`src/rtl/complex_int_register_read_stage.sv`:
```
`default_nettype none
// +----------------------------------------------------------------------------+
// | complex_int_register_read_stage                                            |
// | Register-read stage of the complex-integer pipe: operand fetch, bypass,    |
// | stall-time result capture and selective flush ahead of complex execute.    |
// | Revision: 1.0                                                              |
// +----------------------------------------------------------------------------+
module complex_int_register_read_stage #(
   parameter int WIDTH    = 1,
   parameter int AL_PTR_W = 6,
   parameter int PREG_W   = 7,
   parameter int DATA_W   = 32,
   parameter int OP_W     = 4
) (
   input  logic                         clk,
   input  logic                         rst_n,
   input  logic                         stall,
   input  logic                         clear,
   input  logic [WIDTH-1:0]             in_valid,
   input  logic [WIDTH-1:0]             in_replay,
   input  logic [WIDTH*AL_PTR_W-1:0]    in_al_ptr,
   input  logic [WIDTH*OP_W-1:0]        in_op,
   input  logic [WIDTH*PREG_W-1:0]      in_dst,
   input  logic [WIDTH*PREG_W-1:0]      in_src_a,
   input  logic [WIDTH*PREG_W-1:0]      in_src_b,
   input  logic [WIDTH-1:0]             in_src_a_en,
   input  logic [WIDTH-1:0]             in_src_b_en,
   input  logic                         to_recovery,
   input  logic [AL_PTR_W-1:0]          flush_head,
   input  logic [AL_PTR_W-1:0]          flush_tail,
   input  logic                         flush_all,
   output logic [WIDTH*PREG_W-1:0]      rf_addr_a,
   output logic [WIDTH*PREG_W-1:0]      rf_addr_b,
   input  logic [WIDTH*DATA_W-1:0]      rf_data_a,
   input  logic [WIDTH*DATA_W-1:0]      rf_data_b,
   input  logic                         wb_valid,
   input  logic [PREG_W-1:0]            wb_dst,
   input  logic [DATA_W-1:0]            wb_data,
   output logic [WIDTH-1:0]             out_valid,
   output logic [WIDTH-1:0]             out_replay,
   output logic [WIDTH*AL_PTR_W-1:0]    out_al_ptr,
   output logic [WIDTH*OP_W-1:0]        out_op,
   output logic [WIDTH*PREG_W-1:0]      out_dst,
   output logic [WIDTH*DATA_W-1:0]      out_opnd_a,
   output logic [WIDTH*DATA_W-1:0]      out_opnd_b
);

   // Flush range is [head, tail) on a circular pointer; head==tail is empty.
   function automatic logic flush_hit(
      input logic                rec,
      input logic                all,
      input logic [AL_PTR_W-1:0] head,
      input logic [AL_PTR_W-1:0] tail,
      input logic [AL_PTR_W-1:0] p
   );
      logic in_range;
      if (head <= tail)
         in_range = (p >= head) && (p < tail);
      else
         in_range = (p >= head) || (p < tail);
      return rec && (all || in_range);
   endfunction

   genvar g;
   generate
      for (g = 0; g < WIDTH; g++) begin : g_lane
         logic                r_valid;
         logic                r_replay;
         logic [AL_PTR_W-1:0] r_al_ptr;
         logic [OP_W-1:0]     r_op;
         logic [PREG_W-1:0]   r_dst;
         logic [PREG_W-1:0]   r_src_a;
         logic [PREG_W-1:0]   r_src_b;
         logic                r_src_a_en;
         logic                r_src_b_en;
         logic                r_cap_a;
         logic                r_cap_b;
         logic [DATA_W-1:0]   r_hold_a;
         logic [DATA_W-1:0]   r_hold_b;
         logic                w_flush;
         logic                w_hit_a;
         logic                w_hit_b;
         logic [DATA_W-1:0]   w_opnd_a;
         logic [DATA_W-1:0]   w_opnd_b;

         assign w_flush = flush_hit(to_recovery, flush_all, flush_head, flush_tail, r_al_ptr);
         assign w_hit_a = wb_valid && (wb_dst == r_src_a);
         assign w_hit_b = wb_valid && (wb_dst == r_src_b);

         always_ff @(posedge clk or negedge rst_n) begin
            if (!rst_n) begin
               r_valid    <= 1'b0;
               r_replay   <= 1'b0;
               r_al_ptr   <= '0;
               r_op       <= '0;
               r_dst      <= '0;
               r_src_a    <= '0;
               r_src_b    <= '0;
               r_src_a_en <= 1'b0;
               r_src_b_en <= 1'b0;
               r_cap_a    <= 1'b0;
               r_cap_b    <= 1'b0;
               r_hold_a   <= '0;
               r_hold_b   <= '0;
            end else if (!stall) begin
               r_valid    <= in_valid[g];
               r_replay   <= in_replay[g];
               r_al_ptr   <= in_al_ptr[g*AL_PTR_W +: AL_PTR_W];
               r_op       <= in_op[g*OP_W +: OP_W];
               r_dst      <= in_dst[g*PREG_W +: PREG_W];
               r_src_a    <= in_src_a[g*PREG_W +: PREG_W];
               r_src_b    <= in_src_b[g*PREG_W +: PREG_W];
               r_src_a_en <= in_src_a_en[g];
               r_src_b_en <= in_src_b_en[g];
               r_cap_a    <= 1'b0;
               r_cap_b    <= 1'b0;
            end else begin
               // First matching writeback wins; later ones to the same preg are ignored.
               r_valid <= r_valid && !w_flush;
               if (w_hit_a && r_src_a_en && !r_cap_a) begin
                  r_hold_a <= wb_data;
                  r_cap_a  <= 1'b1;
               end
               if (w_hit_b && r_src_b_en && !r_cap_b) begin
                  r_hold_b <= wb_data;
                  r_cap_b  <= 1'b1;
               end
            end
         end

         always_comb begin
            w_opnd_a = rf_data_a[g*DATA_W +: DATA_W];
            if (!r_src_a_en)  w_opnd_a = '0;
            else if (r_cap_a) w_opnd_a = r_hold_a;
            else if (w_hit_a) w_opnd_a = wb_data;
         end

         always_comb begin
            w_opnd_b = rf_data_b[g*DATA_W +: DATA_W];
            if (!r_src_b_en)  w_opnd_b = '0;
            else if (r_cap_b) w_opnd_b = r_hold_b;
            else if (w_hit_b) w_opnd_b = wb_data;
         end

         assign rf_addr_a[g*PREG_W +: PREG_W]     = r_src_a;
         assign rf_addr_b[g*PREG_W +: PREG_W]     = r_src_b;
         assign out_valid[g]                      = r_valid && !stall && !clear && !w_flush;
         assign out_replay[g]                     = r_replay;
         assign out_al_ptr[g*AL_PTR_W +: AL_PTR_W] = r_al_ptr;
         assign out_op[g*OP_W +: OP_W]            = r_op;
         assign out_dst[g*PREG_W +: PREG_W]       = r_dst;
         assign out_opnd_a[g*DATA_W +: DATA_W]    = w_opnd_a;
         assign out_opnd_b[g*DATA_W +: DATA_W]    = w_opnd_b;
      end
   endgenerate

endmodule
`default_nettype wire

```
`config.mk`:
```
export PLATFORM = sky130hd
export DESIGN_NAME = complex_int_register_read_stage
export DESIGN_NICKNAME = d
export VERILOG_FILES = /design/src/rtl/complex_int_register_read_stage.sv
export SDC_FILE = /design/constraint.sdc
export NUM_CORES = 1
export LEC_CHECK = 0
export CORE_UTILIZATION = 40
export CTS_BUF_LIST = sky130_fd_sc_hd__clkbuf_4 sky130_fd_sc_hd__clkbuf_8
export DETAILED_ROUTE_END_ITERATION = 7
export PLACE_DENSITY = 0.79
export SLEW_MARGIN = 30
export SYNTH_ARGS = -nofsm -noshare
export SYNTH_HDL_FRONTEND = slang
export SYNTH_SLANG_ARGS = --single-unit
```
`constraint.sdc`:
```
create_clock -name clk -period 9.5 [get_ports clk]
set_input_delay 2.85 -clock clk [delete_from_list [all_inputs] [get_ports clk]]
set_output_delay 2.85 -clock clk [all_outputs]
set_load 0.01 [all_outputs]
```
* Word-level counts from Yosys, hierarchy flattened
Index checks and enable logic that the tools add are counted.
** Storage, ports and cells
- Register bits after elaboration :: 101
- Latch bits :: 0
- RAM bits :: 0
- Memory bits (read-only) :: 0
- Input bits :: 157
- Output and inout port bits :: 97
- Memories :: 0
** Operators by class
- $add $sub $neg :: 0
- Multipliers :: 0
- Div/mod/pow operators :: 0
- $lt $le $gt $ge :: 3
- Eq/ne operators :: 4
- Shift operators :: 0
- Mux-type cells :: 12
- Bitwise operators :: 0
- Reduce and logical (&&, ||, !) cells :: 21
** Operators by type and width (count)
- 32-bit two-way mux :: 6
- 7-bit == test :: 2
- 1-bit logical AND :: 12
- 6-bit >= comparator :: 1
- 6-bit less-or-equal comparator :: 1
- 6-bit < comparator :: 1
- 1-bit two-way mux :: 6
- 1-bit zero test :: 5
- 2-bit by 1-bit inequality test with 1-bit output, second input constant :: 2
- 2-bit AND reduction :: 2
- 1-bit logical OR :: 2

* Longest topological paths before layout
- Word-level depth :: 8
- Depth in mapped cells :: 7

* Worst setup path after synthesis
Ideal clock, no wire load.
- Kind :: input-to-output
- From :: input flush_head[3]
- To :: output out_valid
- Arrival :: 4228 ps
- Path slack :: 2422 ps
- Cell stages on the path :: 7
- Cell sequence :: inv_1 -> ha_1 -> a211o_1 -> a21oi_1 -> o21ai_0 -> maj3_1 -> a21oi_1
** On the way
- Cells in the longest elaborated chain, start to end :: 7
- Elaborated cells on any way between the ends :: 9
- Those cells by class :: order compare: 2; mux: 1; reduce/logical: 6
** Ends and longest elaborated chain
- start: declaration :: line 29 : input logic [AL_PTR_W-1:0] flush_head,
- 6-bit >= comparator :: line 58, 60
- 1-bit logical OR or 1-bit logical AND (tied branches) :: line 60, 58
- 1-bit two-way mux (*) :: line 57 : if (head <= tail)
- 1-bit logical OR (*) :: line 61 : return rec && (all || in_range);
- 1-bit logical AND (*) :: line 61
- 1-bit zero test (*) :: line 147 : assign out_valid[g] = r_valid && !stall && !clear && !w_flush;
- 1-bit logical AND (*) :: line 147
- end: declaration :: line 39 : output logic [WIDTH-1:0] out_valid,
Every way passes the cells marked *; elsewhere a longest branch is shown, timed or not.

* Worst setup path in the final report
- From :: input wb_dst[0]
- To :: output out_opnd_b[1]
** On the way
- Cells in the longest elaborated chain, start to end :: 5
** Ends and longest elaborated chain
- start: declaration :: line 37 : input logic [PREG_W-1:0] wb_dst,
- 7-bit == test :: line 88 : assign w_hit_b = wb_valid && (wb_dst == r_src_b);
- 1-bit logical AND :: line 88
- 32-bit two-way mux :: line 142 : else if (w_hit_b) w_opnd_b = wb_data;
- 32-bit two-way mux :: line 141 : else if (r_cap_b) w_opnd_b = r_hold_b;
- 32-bit two-way mux :: line 140 : if (!r_src_b_en) w_opnd_b = '0;
- end: declaration :: line 45 : output logic [WIDTH*DATA_W-1:0] out_opnd_b
Every way passes these cells.

==> metrics.log <==
[metrics] result of the run: finished, final reports clean
[metrics] achievable clock frequency: ~120 MHz
[metrics] Slew Limit Headroom: 0.491
[metrics] height of the die: around 120 um
[metrics] portion of the clock cycle consumed by the worst path in the final layout: 0.865
[metrics] unrepaired setup endpoints after global routing: false
[metrics] sequential-to-total area share from yosys stat: 0.431
[metrics] syn avg cell area: ~11 um^2
[metrics] Distinct cells, synth: 31
[metrics] clk sink count: just over 100
[metrics] filler cell count: roughly 1,100
[metrics] Placed Instance Area: between 8000 and 9000 um^2
[metrics] ratio of routed vias to standard cells: 5.27
[metrics] Seq pwr share: 0.464
[metrics] clock latency of the later-clocked register in the worst-skew pair: 0.37 ns
[metrics] Overall Global Routing Usage: 0.215
[metrics] total of warnings raised by yosys: 0
[metrics] number of buffers inserted for hold repair after clock tree synthesis: 0
[metrics] WP buf/inv: 3
[metrics] number of antenna violations at the first check in global routing: 0
[metrics] count of pins on the block boundary: around 250
[metrics] final sum of negative setup slack: 0 ns
[metrics] Post-CTS Repair Setup Buffers: 0
[metrics] final cell count without fillers: 942
[metrics] initial detailed-routing violation count: ~180
[metrics] Tmin final: about 8 ns
[metrics] FF-to-FF path depth: 5
[metrics] Buffers on Ports: approximately 250
[metrics] Post-Synthesis Cells: 519
[metrics] Synth area leader: sky130_fd_sc_hd__dfrtp_1
[metrics] top metal layer carrying routed signals: met4
[metrics] required time at the worst-slack endpoint: about 6.7 ns
[metrics] met2 wire len: 7960 um
[metrics] first-pass GRT wire length: between 20,000 and 30,000 um
[metrics] maximum capacitance violations: 0
[metrics] Setup WS post-layout: approximately 1.3 ns
[metrics] # H-tree levels: 3
[metrics] Final Net Count: roughly 930
[metrics] kind of cell adding the most delay to the critical path: buffers and inverters
[metrics] Crit Reg-Reg Endpoint: g_lane[0].r_hold_a[26]
[metrics] length of the first detailed-routing pass in iterations: 4
[metrics] worst slew pin tran: 0.764 ns
[metrics] Sequential cell area: about 2500 um^2
[metrics] GP Congestion: 0.839
[metrics] total detailed-routing wirelength: between 15,000 and 20,000 um
[metrics] Worst EP arrival: about 5.4 ns
[metrics] type of the most critical hold path: reg2reg
[metrics] critical path start-end classification: in2out
[metrics] number of register bits inferred by synthesis: approximately 100
[metrics] switching share of total power: 0.261
[metrics] Crit. End Element: output pin
[metrics] maximum fanout along the worst path: 33
[metrics] Starting Density: 0.416
[metrics] net switching power: 271 uW
[metrics] cts bufs inserted: 9
[metrics] Met3 Routed Length: between 1000 and 1500 um
[metrics] CTS tree: built
[metrics] total power per unit cell area: roughly 120 nW/um^2
[metrics] core footprint: roughly 14,000 um^2
[metrics] fraction of final layout cells with drive strength greater than 1: 0.168
[metrics] worst-case clock buffer depth: 2
[metrics] Clk pwr share: 0.278
[metrics] clock-pin slew of the registers on the worst-case setup and hold paths: about 0.09 ns
[metrics] post-route met1 wirelength: 6880 um
[metrics] ordered cell list for the critical path: clkdlybuf4s50_1 -> xnor2_1 -> nand4_1 -> nor2_4 -> buf_4 -> mux2i_1 -> a21oi_1 -> clkdlybuf4s50_1
[metrics] count of cells along the worst hold path: 1
[metrics] Fin Clk Skew: 0.00648 ns
[metrics] Place WS: between 1 and 1.5 ns
[metrics] endpoint of the worst hold path: g_lane[0].r_hold_a[4]
[metrics] count of placed standard cells including taps: around 930
[metrics] count of cells resized by post-cts repair: 0
[metrics] area of combinational cells with multiple inputs: 3070 um^2
[metrics] number of global-route vias before repair: ~5,200
[metrics] Critical Path Source Type: input pin
[metrics] design internal power: around 770 uW
[metrics] Final ANT Viol Nets: 0
[metrics] # rows: 43
[metrics] area enclosed by the die boundary: 15,100 um^2
[metrics] worst reg2reg setup slack: 7.36 ns
[metrics] final core area utilization: 0.617
[metrics] Critical Path Most Common Cell: sky130_fd_sc_hd__clkdlybuf4s50_1
[metrics] proportion of power drawn by combinational gates: 0.258
[metrics] floorplan die width: around 120 um
[metrics] master of the slowest instance on the critical path: sky130_fd_sc_hd__clkdlybuf4s50_1
[metrics] pin count of the biggest net entering global routing: 60
[metrics] HPWL after DPL: approximately 12,000 um
[metrics] clock root cell: sky130_fd_sc_hd__clkbuf_8
[metrics] overall overflow remaining after global route: 0
[metrics] number of slew-limit violations in the final report: 0
[metrics] via count: 4,964
[metrics] area growth from synthesis to layout: 48.2%
[metrics] final-report hold violation count: 0
[metrics] Hold Crit Start: g_lane[0].r_hold_a[4]
[metrics] final instance area: between 8000 and 9000 um^2
[metrics] top area cells in the synthesized netlist: sky130_fd_sc_hd__dfrtp_1 (43%), sky130_fd_sc_hd__mux2_2 (16%), sky130_fd_sc_hd__mux2i_1 (11%)
[metrics] netlist area before placement: ~5900 um^2
[metrics] top-area cell type share of the netlist area: 0.431
[metrics] reg-to-reg startpoint: rf_addr_a[2]
[metrics] setup-violating endpoint count in the final report: 0
[metrics] leakage dissipation: approximately 0.0035 uW
[metrics] worst-case vdd ir drop: about 0.076 mV
[metrics] critical path's largest stage delay: between 0.5 and 0.6 ns
[metrics] antenna cells: 0
[metrics] Wirelength per Cell: ~17 um
[metrics] synthesized net count: 693
[metrics] remaining routing DRC violations: 0
-- power by group through the flow --
stage          clock, uW  combinational, uW  sequential, uW
5_1_grt              321                290             488
3_3_place_gp           0                264             490
3_5_place_dp           0                269             492
4_1_cts              303                271             483
6_report             290                268             483
2_1_floorplan          0                103             487
-- worst register-to-register path, delay by kind of cell (launching register included) --
family	cells	cell delay (ns)
muxes	1	0.41
DFF	1	0.41
and+or+nand+nor	2	0.57
xor gates and xnor gates	1	0.20
buffers and inverters	1	0.43
-- logic make-up (layout without fill, tap and decap cells) --
group	after synthesis	count (layout)	synth area share
AOI/OAI and AO/OA	150	150	0.132
xor gates and xnor gates	14	14	0.0209
adders and majority gates	18	18	0.0380
buffers and inverters	51	294	0.0480
and+or+nand+nor	25	25	0.0305
DFF	101	101	0.431
muxes	160	160	0.300
-- placed cells by master (no fill, tap or decap) --
cell type                         instances
sky130_fd_sc_hd__a211o_1                  2
sky130_fd_sc_hd__a21boi_0                 1
sky130_fd_sc_hd__a21o_1                   1
sky130_fd_sc_hd__a21oi_1                 72
sky130_fd_sc_hd__a31oi_1                  1
sky130_fd_sc_hd__and3_1                   1
sky130_fd_sc_hd__and4_1                   1
sky130_fd_sc_hd__buf_4                   10
sky130_fd_sc_hd__bufinv_16                1
sky130_fd_sc_hd__clkbuf_4                 1
sky130_fd_sc_hd__clkbuf_8                12
sky130_fd_sc_hd__clkdlybuf4s50_1        252
sky130_fd_sc_hd__clkinv_1                 1
sky130_fd_sc_hd__clkinv_2                 1
sky130_fd_sc_hd__clkinvlp_4               1
sky130_fd_sc_hd__dfrtp_1                 99
sky130_fd_sc_hd__dfrtp_2                  2
sky130_fd_sc_hd__ha_1                    17
sky130_fd_sc_hd__inv_1                   14
sky130_fd_sc_hd__inv_2                    1
sky130_fd_sc_hd__maj3_1                   1
sky130_fd_sc_hd__mux2_1                   2
sky130_fd_sc_hd__mux2_2                  84
sky130_fd_sc_hd__mux2_4                  10
sky130_fd_sc_hd__mux2i_1                 64
sky130_fd_sc_hd__nand2_1                  5
sky130_fd_sc_hd__nand2b_1                 3
sky130_fd_sc_hd__nand3_1                  1
sky130_fd_sc_hd__nand4_1                  5
sky130_fd_sc_hd__nand4_2                  1
sky130_fd_sc_hd__nor2_1                   1
sky130_fd_sc_hd__nor2_4                   2
sky130_fd_sc_hd__nor2b_1                  3
sky130_fd_sc_hd__nor4_4                   2
sky130_fd_sc_hd__o21a_1                   3
sky130_fd_sc_hd__o21ai_0                 70
sky130_fd_sc_hd__xnor2_1                 14
-- Yosys cell counts --
cell                         n
sky130_fd_sc_hd__buf_6      12
sky130_fd_sc_hd__nor2b_1     3
sky130_fd_sc_hd__o21a_1      3
sky130_fd_sc_hd__nor4_4      2
sky130_fd_sc_hd__o21ai_0    70
sky130_fd_sc_hd__clkinv_1    2
sky130_fd_sc_hd__xnor2_1    14
sky130_fd_sc_hd__nand4_1     5
sky130_fd_sc_hd__a21o_1      1
sky130_fd_sc_hd__mux2_4     10
sky130_fd_sc_hd__a211o_1     2
sky130_fd_sc_hd__nand2b_1    3
sky130_fd_sc_hd__mux2i_1    64
sky130_fd_sc_hd__maj3_1      1
sky130_fd_sc_hd__ha_1       17
sky130_fd_sc_hd__and3_1      1
sky130_fd_sc_hd__nor2_1      1
sky130_fd_sc_hd__nand3_1     1
sky130_fd_sc_hd__nand2_1     5
sky130_fd_sc_hd__inv_1      14
sky130_fd_sc_hd__clkbuf_1   20
sky130_fd_sc_hd__mux2_1      2
sky130_fd_sc_hd__nor2_2      2
sky130_fd_sc_hd__nand4_2     1
sky130_fd_sc_hd__and4_1      1
sky130_fd_sc_hd__dfrtp_1   101
sky130_fd_sc_hd__a21boi_0    1
sky130_fd_sc_hd__buf_1       3
sky130_fd_sc_hd__mux2_2     84
sky130_fd_sc_hd__a31oi_1     1
sky130_fd_sc_hd__a21oi_1    72
-- sequential cells by signal, summed over array words and instances, names as in the netlist, 4 cells and up --
register and cells:
g_lane.r_hold_a 32, out_dst 7, out_al_ptr 6, g_lane.r_hold_b 32, rf_addr_a 7, out_op 4
rf_addr_b 7
-- routing by layer --
metal | up-vias | GRT usage
met4 | 0 | 0.0836
met1 | 2404 | 0.257
met3 | 22 | 0.0549
met5 | - | 0
li1 | 2363 | -
met2 | 175 | 0.369
-- worst max-delay path by stage --
stage / slack [ns] / cells after the start / to / start
after floorplan: 2.42 / 7 / out_valid / flush_head[3]
after global placement: 1.37 / 8 / out_opnd_b[4] / wb_dst[5]
after detailed placement: 1.25 / 8 / out_opnd_b[1] / wb_dst[0]
after CTS: 1.26 / 8 / out_opnd_b[1] / wb_dst[0]
after global routing: 1.13 / 8 / out_opnd_b[17] / wb_dst[0]
final: 1.28 / 8 / out_opnd_b[1] / wb_dst[0]
-- metrics by stage --
step           hold WS [ns]  power (uW)
6_report              0.503        1040
5_1_grt               0.522        1100
4_1_cts               0.504        1060
3_5_place_dp          0.481         761
3_3_place_gp          0.463         754
2_1_floorplan         0.452         591
-- layout make-up --
cell class                 count  share of cell area
clock buffer                  13              0.0199
clock inverter                 3             0.00489
multi-input combinational    367               0.353
inverter                      16             0.00691
sequential                   101               0.291
tap                          180              0.0259
timing repair buffer         262               0.299
Power figures use the tool's default switching activity.
